File: src/rtl/instr_queue.sv
// Circular instruction queue between LC-3b fetch and decode.
// The head entry is presented with its decoded IR fields; flush and reset clear all entries.
module instr_queue #(
  parameter int unsigned DEPTH    = 8,
  parameter int unsigned PC_WIDTH = 16
) (
  input  logic                     clk,
  input  logic                     rst_n,
  input  logic                     flush,
  input  logic                     enq_valid,
  output logic                     enq_ready,
  input  logic [15:0]              enq_instr,
  input  logic [PC_WIDTH-1:0]      enq_pc,
  output logic                     deq_valid,
  input  logic                     deq_ready,
  output logic [15:0]              deq_instr,
  output logic [PC_WIDTH-1:0]      deq_pc,
  output logic [3:0]               opcode,
  output logic [2:0]               dest,
  output logic [2:0]               sr1,
  output logic [2:0]               sr2,
  output logic [5:0]               offset6,
  output logic [8:0]               offset9,
  output logic [10:0]              offset11,
  output logic [7:0]               trapvect8,
  output logic [4:0]               imm5,
  output logic [3:0]               imm4,
  output logic                     bit11,
  output logic                     bit5,
  output logic                     bit4,
  output logic [$clog2(DEPTH):0]   count
);

  localparam int unsigned AW = $clog2(DEPTH);
  localparam int unsigned CW = AW + 1;
  localparam logic [CW-1:0] Full = CW'(DEPTH);

  logic [15:0]          instr_mem_q [DEPTH];
  logic [PC_WIDTH-1:0]  pc_mem_q    [DEPTH];
  logic [AW-1:0]        head_q, head_d;
  logic [AW-1:0]        tail_q, tail_d;
  logic [CW-1:0]        count_q, count_d;
  logic                 enq_fire, deq_fire;
  logic [15:0]          head_instr;

  assign enq_ready = (count_q != Full);
  assign deq_valid = (count_q != '0);
  assign enq_fire  = enq_valid && enq_ready;
  assign deq_fire  = deq_ready && deq_valid;

  always_comb begin
    head_d  = head_q;
    tail_d  = tail_q;
    count_d = count_q;
    if (flush) begin
      head_d  = '0;
      tail_d  = '0;
      count_d = '0;
    end else begin
      // Power-of-two depth lets the pointers wrap by plain overflow.
      if (enq_fire) tail_d = tail_q + 1'b1;
      if (deq_fire) head_d = head_q + 1'b1;
      if (enq_fire && !deq_fire) count_d = count_q + 1'b1;
      if (deq_fire && !enq_fire) count_d = count_q - 1'b1;
    end
  end

  always_ff @(posedge clk or negedge rst_n) begin
    if (!rst_n) begin
      head_q  <= '0;
      tail_q  <= '0;
      count_q <= '0;
    end else begin
      head_q  <= head_d;
      tail_q  <= tail_d;
      count_q <= count_d;
    end
  end

  // Storage needs no reset: nothing is visible unless count says it is occupied.
  always_ff @(posedge clk) begin
    if (enq_fire && !flush) begin
      instr_mem_q[tail_q] <= enq_instr;
      pc_mem_q[tail_q]    <= enq_pc;
    end
  end

  assign head_instr = deq_valid ? instr_mem_q[head_q] : '0;
  assign deq_instr  = head_instr;
  assign deq_pc     = deq_valid ? pc_mem_q[head_q] : '0;
  assign count      = count_q;

  assign opcode    = head_instr[15:12];
  assign dest      = head_instr[11:9];
  assign sr1       = head_instr[8:6];
  assign sr2       = head_instr[2:0];
  assign offset6   = head_instr[5:0];
  assign offset9   = head_instr[8:0];
  assign offset11  = head_instr[10:0];
  assign trapvect8 = head_instr[7:0];
  assign imm5      = head_instr[4:0];
  assign imm4      = head_instr[3:0];
  assign bit11     = head_instr[11];
  assign bit5      = head_instr[5];
  assign bit4      = head_instr[4];

endmodule

File: config.mk
export PLATFORM = sky130hd
export DESIGN_NAME = instr_queue
export DESIGN_NICKNAME = d
export VERILOG_FILES = /design/src/rtl/instr_queue.sv
export SDC_FILE = /design/constraint.sdc
export NUM_CORES = 1
export LEC_CHECK = 0
export ABC_CLOCK_PERIOD_IN_PS = 4200
export CORE_AREA = 2 2 177 144
export CTS_CLUSTER_SIZE = 30
export DETAILED_ROUTE_END_ITERATION = 8
export DIE_AREA = 0 0 179 146
export PLACE_DENSITY = 0.66
export SETUP_SLACK_MARGIN = 0.5
export SKIP_LAST_GASP = 1
export SYNTH_ARGS = -nofsm -noshare
export SYNTH_HDL_FRONTEND = slang
export SYNTH_SLANG_ARGS = --single-unit
File: constraint.sdc
create_clock -name clk -period 4.2 [get_ports clk]
set_input_delay 0.84 -clock clk [delete_from_list [all_inputs] [get_ports clk]]
set_output_delay 0.84 -clock clk [all_outputs]
set_load 0.01 [all_outputs]
# ---- Yosys cells after proc, flatten, opt, wreduce, memory -nomap -nowiden
# Memory sizes are Yosys's and may differ from the RTL's.
# Index checks and enable logic that the tools add are counted.
dict set report word_totals {
  romBits 0
  ff_bits 10
  word_cells 33
  mem_count 2
  out_inout_bits 97
  inputBits 37
  ram_bits 256
  latch_bits 0
}
dict set report classes {
  bitwise_logic 0
  n_eq_ne 1
  div_mod_pow 0
  multipliers 0
  n_addsub 4
  shift 0
  n_lt_le_gt_ge 0
  muxes 11
  reduce_logical 12
}
# memory depth word_bits read_ports rd_ports_with_merged_regs write_ports line_no
set mem_list {}
lappend mem_list {instr_mem_q 8 16 1 0 1 38} ;# logic [15:0] instr_mem_q [DEPTH];
lappend mem_list {pc_mem_q 8 16 1 0 1 39} ;# logic [PC_WIDTH-1:0] pc_mem_q [DEPTH];
# operator n
set op_table {}
lappend op_table {{16-bit two-way mux} 2}
lappend op_table {{3-bit two-way mux} 4}
lappend op_table {{4-bit two-way mux} 3}
lappend op_table {{3-bit by 1-bit adder with 3-bit output (second input constant)} 2}
lappend op_table {{1-bit logical AND} 5}
lappend op_table {{4-bit by 1-bit adder with 4-bit output (second input constant)} 1}
lappend op_table {{4-bit != test (second input constant)} 1}
lappend op_table {{2-bit nonzero test} 2}
lappend op_table {{4-bit nonzero test} 1}
lappend op_table {{4-bit by 1-bit subtractor with 4-bit output (second input constant)} 1}
lappend op_table {{1-bit logical NOT} 3}
lappend op_table {{3-bit nonzero test} 1}
lappend op_table {{1-bit two-way mux} 2}

# ---- Depth between registers and ports, before layout
dict set report logic_depth {
  ltp_word 7
  depth_mapped 8
  ltp_nobuf 8
}

# ---- Least setup slack after synthesis
# OpenSTA, ideal clock, no wires.
dict set report synth_path {
  path_kind {input to register}
  from {input enq_valid}
  to {memory instr_mem_q[0][0] (enable)}
  required_ns 3.739
  slack_ns 0.234
  setup_time_ns 0.461
  path_buffers 0
  stages 3
  arrival_ns 3.505
  path_cell_list {nand2_1 > or3_1 > nor3_1}
}
dict set report synth_via {
  elab_chain_len 4
}
# element line_no
set synth_lines {}
lappend synth_lines {{from (decl)} 10} ;# input logic enq_valid,
lappend synth_lines {{1-bit logical AND} 48} ;# assign enq_fire = enq_valid && enq_ready;
lappend synth_lines {{1-bit logical AND} 82} ;# if (enq_fire && !flush) begin
lappend synth_lines {{1-bit two-way mux} 82}
lappend synth_lines {{1-bit two-way mux (not written as such)} 83} ;# instr_mem_q[tail_q] <= enq_instr;
lappend synth_lines {{to (decl)} 38}
# No other way between the ends.

# ---- Worst setup path after layout
dict set report layout_path {
  from {register head_q[0]}
  to {output imm5[4]}
}
dict set report layout_via {
  elab_chain_len 2
}
# element line_no
set layout_lines {}
lappend layout_lines {{from (decl)} 40} ;# logic [AW-1:0] head_q, head_d;
lappend layout_lines {{from (signal assigned)} 70} ;# head_q <= '0;
lappend layout_lines {{from (signal assigned)} 74} ;# head_q <= head_d;
lappend layout_lines {{memory read 8 x 16 bit} n/a}
lappend layout_lines {{16-bit two-way mux} 88} ;# assign head_instr = deq_valid ? instr_mem_q[head_q] : '0;
lappend layout_lines {{to (decl)} 26} ;# output logic [4:0] imm5,
# No other way between the ends.

==> results.txt <==
The flow ran to the end, and the final reports show no timing, DRC or antenna violations. A synthesized cell averages around 20 µm². The post-route setup TNS is 0 ns. The number of hold violations in the final report is 0.

The aggregate global-route resource usage is around 16%. Leaving out fill and tap cells, the most frequent cells in the layout are sky130_fd_sc_hd__edfxtp_1 (256), sky130_fd_sc_hd__clkdlybuf4s50_1 (133), sky130_fd_sc_hd__mux4_2 (64), sky130_fd_sc_hd__nor2_1 (44), sky130_fd_sc_hd__mux2i_1 (35). By area, the combinational part of the netlist is dominated by multiplexers. The internal portion of the total power is around 6.2 mW. The share of power burned in registers came out at around 36%. The slew at the pin closest to its max-slew limit came out at roughly 0.64 ns. The layout has approximately 1.9k filler cells.

The count of final setup violators is 0. The maximum level of the CTS H-tree is 1. The final routed wirelength across all metal layers came out at about 21000 µm. The number of antenna violations at the first check in global routing was 1. The element type at the critical path start is a flop. The first-pass detailed-route iteration total is 4. At the end of the flow, the number of nets in the layout was roughly 680. Global routing finished with a remaining overflow of 0. The synthesized design devotes to its leading area cell type 71.2% of total area. The clock-pin slew reported for the worst setup and hold paths after clock tree synthesis came out at 0.06 ns. The post-detailed-placement half-perimeter wirelength is roughly 13000 µm. The worst setup path is captured at an output pin. The multiplexer fraction of the synthesized cell area came out at between 10% and 20%. The endpoint arrival time on the critical path is around 2.7 ns. TritonCTS built the clock tree.

In the final layout, the share of cells above drive strength 1 is 22.1%. The number of sinks on the clock net came out at between 200 and 300. The first-iteration detailed-routing DRC count came out at about 300. The routed layout has approximately 5.2k vias.

The worst path setup slack after routing is roughly 0.66 ns. The sequential standard cell area is slightly below 0.008 mm². The average vias per placed instance came out at ~5.3. The wire length per cell came out at about 21 µm. The number of unique standard cell types used by synthesis came out at 32. The total area of multi-input combinational cells is ~0.0024 mm². The total standard cell area after synthesis is 0.0108 mm². The count of buffers added on input and output ports is roughly 130. Across the VDD grid, the largest voltage drop is about 0.39 mV. The via count of the first global-routing pass came out at 5508. The clock passes through at most 3 buffers. OpenSTA, run right after detailed placement, puts the worst setup slack at about 0.68 ns. The most common cell after layout, fill and taps aside is sky130_fd_sc_hd__edfxtp_1. Per report_power, the clock group accounts for 25.1% of the total.

The area of the placeable core came out at 0.0242 mm². The die width is 179 µm. The total placed instance area is between 0.01 and 0.015 mm².

TritonCTS created 27 clock buffers. The net count after synthesis came out at between 500 and 600. The count of state elements after synthesis is roughly 270. Dividing total power by cell area gives a power density of 669 mW/mm². Summing the areas of all xor and xnor instances in the mapped netlist gives less than 1% of the synthesized area. The number of max-slew violations in the final report is 0. For met2 alone, demand over resource in global routing was between 20% and 30%. Sorting the synthesized cells by area gives the leading types as sky130_fd_sc_hd__edfxtp_1 (71%), sky130_fd_sc_hd__mux4_2 (13%), sky130_fd_sc_hd__buf_4 (4.1%). Along the worst path, the maximum fanout reaches 11.

The number of DRC violations after detailed routing came out at 0. At the later pin of the worst-skew pair, clock insertion delay measures approximately 0.53 ns. The wire length of the first global-routing pass came out at 32100 µm. The global placer's final weighted congestion came out at roughly 0.72. The area fraction in and, or, nand and nor cells after synthesis is 2.74%. The share of the synthesized area in compound gates (AO/OA/AOI/OAI) is 0.858%. The area share of fa/ha/maj cells after synthesis came out at less than 1%.

Setup repair after global routing left no endpoint under its margin. The synthesis-to-layout area growth is 21.7%. The I/O pin count came out at approximately 130. The switching power came out at 2.59 mW. The antenna diode count came out at 0. Across the run, the number of max-cap violations was 0. The highest attainable clock frequency came out at ~280 MHz. The global routing usage on met3 came out at ~2.8%. In this run the static leakage power is roughly 4.1 nW. The clock period could shrink to roughly 3.5 ns. The synthesized design spends more area on one cell type than any other, namely sky130_fd_sc_hd__edfxtp_1.

The number of hold buffers added after cts is 0. The die boundary height is roughly 150 µm. For this run, the number of Yosys warnings is 0.

The min-delay analysis places its worst path in the category reg2reg. The critical path required time came out at around 3.4 ns. Measured against its own limit, the worst slew margin works out to roughly 57%.

The initial core utilization came out at between 40% and 50%. The count of mapped cells out of synthesis is between 500 and 600. The number of nets with antenna violations after routing came out at 0. The root buffer cell chosen for the clock tree is sky130_fd_sc_hd__clkbuf_16. The largest net degree at the start of global routing is 33. The kind of critical path is reg2out. The share of the cycle needed by the critical path after routing is between 80 and 90%. The part of the total power dissipated in combinational logic came out at about two fifths.

Of the total power, the share spent switching nets is around 30%. The met1 track demand over resource came out at between 20% and 30%. The die covers about 0.026 mm². Between clock sinks in the finished design, the worst skew comes to ~0.016 ns. The portion of the post-synthesis area used by sequential elements came out at 73.5%.

The final instance area came out at roughly 0.013 mm². After global routing, the most crowded layer is met2. The number of core rows came out at between 50 and 60.
path summary, 6_finish.rpt:
path                                                 end  slack, ns  depth (start not counted)                  start
max in group asynchronous          head_q[1]$_DFFE_PN0P_       3.19                          1                  rst_n
min in group asynchronous           count[0]$_DFFE_PN0P_       0.64                          1                  rst_n
worst min-delay path               tail_q[0]$_DFFE_PN0P_       0.61                          2  tail_q[0]$_DFFE_PN0P_
worst max-delay path                             imm5[4]       0.66                          5  head_q[0]$_DFFE_PN0P_
worst min register to register     tail_q[0]$_DFFE_PN0P_       0.61                          2  tail_q[0]$_DFFE_PN0P_
worst max register to register  pc_mem_q[6][0]$_DFFE_PP_       1.58                          5   count[3]$_DFFE_PN0P_
sequential cells by signal (all words and copies together) (netlist names):
signal	count
tail_q	3
head_q	3
pc_mem_q	128
count	4
instr_mem_q	128
power by group through the flow:
| stage | sequential, mW | clock, mW | combinational [mW] |
|---|---|---|---|
| after detailed placement | 3.27 | 0 | 3.34 |
| after floorplan | 3.14 | 0 | 2.22 |
| after global routing | 3.16 | 2.36 | 3.71 |
| after global placement | 3.26 | 0 | 3.32 |
| after CTS | 3.15 | 2.26 | 3.51 |
| final | 3.14 | 2.21 | 3.44 |
layer usage:
| layer | part of all wire [%] | vias to the layer above |
|---|---|---|
| li1 | - | 2298 |
| met1 | 44 | 2750 |
| met2 | 49 | 172 |
| met3 | 5.2 | 25 |
| met4 | 1.6 | 2 |
| met5 | 0.052 | - |
through the flow:
| stage | hold WS, ns | utilization, % | instances | power [mW] |
|---|---|---|---|---|
| finish | 0.610 | 54.3 | 982 | 8.79 |
| global route | 0.671 | 54.3 | 982 | 9.23 |
| CTS | 0.613 | 54.3 | 982 | 8.91 |
| detailed placement | 0.598 | 50.7 | 927 | 6.61 |
| global placement | 0.575 | 50.7 | 927 | 6.58 |
| floorplan | 0.544 | - | 536 | 5.36 |
area by class of cell:
| type | instances | area share, % |
|---|---|---|
| Clock buffer | 35 | 5.37 |
| Clock inverter | 15 | 0.838 |
| Inverter | 1 | 0.0286 |
| Multi-Input combinational cell | 188 | 18.2 |
| Sequential cell | 266 | 60.5 |
| Tap cell | 318 | 3.03 |
| Timing Repair Buffer | 159 | 12.0 |
cells by family (layout without fill, tap and decap cells):
logic type | Yosys count | count (layout)
DFF | 266 | 266
and+or+nand+nor | 68 | 68
buffers and inverters | 82 | 210
adders and majority gates | 4 | 4
AOI/OAI and AO/OA | 8 | 8
xor gates and xnor gates | 7 | 7
muxes | 101 | 101
critical path, cell delays in order (launching register included):
cell and delay (ns):
sky130_fd_sc_hd__dfrtp_4 0.59, sky130_fd_sc_hd__buf_4 0.22, sky130_fd_sc_hd__mux4_2 0.36, sky130_fd_sc_hd__mux2i_1 0.07, sky130_fd_sc_hd__nor2_1 0.33, sky130_fd_sc_hd__clkdlybuf4s50_1 0.61
timing repair:
action	4_1_cts	5_1_grt
buffers inserted	5	0
resized for setup	2	0
setup endpoints to repair	92	0
endpoints found under the hold margin	0	0
synthesized netlist by cell type:
cell                       count
sky130_fd_sc_hd__edfxtp_1    256
sky130_fd_sc_hd__mux4_2       64
sky130_fd_sc_hd__buf_4        59
sky130_fd_sc_hd__nor2_1       51
sky130_fd_sc_hd__mux2i_1      35
sky130_fd_sc_hd__clkbuf_1     10
sky130_fd_sc_hd__dfrtp_1      10
sky130_fd_sc_hd__buf_2         8
sky130_fd_sc_hd__xor2_1        5
sky130_fd_sc_hd__buf_1         4
sky130_fd_sc_hd__ha_1          4
sky130_fd_sc_hd__nand2_1       4
sky130_fd_sc_hd__nand3_1       3
sky130_fd_sc_hd__and3b_1       2
sky130_fd_sc_hd__nand2b_1      2
sky130_fd_sc_hd__nor3_1        2
sky130_fd_sc_hd__xnor2_1       2
sky130_fd_sc_hd__a21oi_1       1
sky130_fd_sc_hd__a21oi_4       1
sky130_fd_sc_hd__a31oi_1       1
sky130_fd_sc_hd__a31oi_4       1
sky130_fd_sc_hd__inv_1         1
sky130_fd_sc_hd__mux2_2        1
sky130_fd_sc_hd__mux2_4        1
sky130_fd_sc_hd__nor2b_1       1
sky130_fd_sc_hd__o21ai_0       1
sky130_fd_sc_hd__o21ai_1       1
sky130_fd_sc_hd__o22ai_1       1
sky130_fd_sc_hd__o41ai_4       1
sky130_fd_sc_hd__or3_1         1
sky130_fd_sc_hd__or3_4         1
sky130_fd_sc_hd__or4b_2        1
No activity file was read; power rests on OpenSTA's default activity.
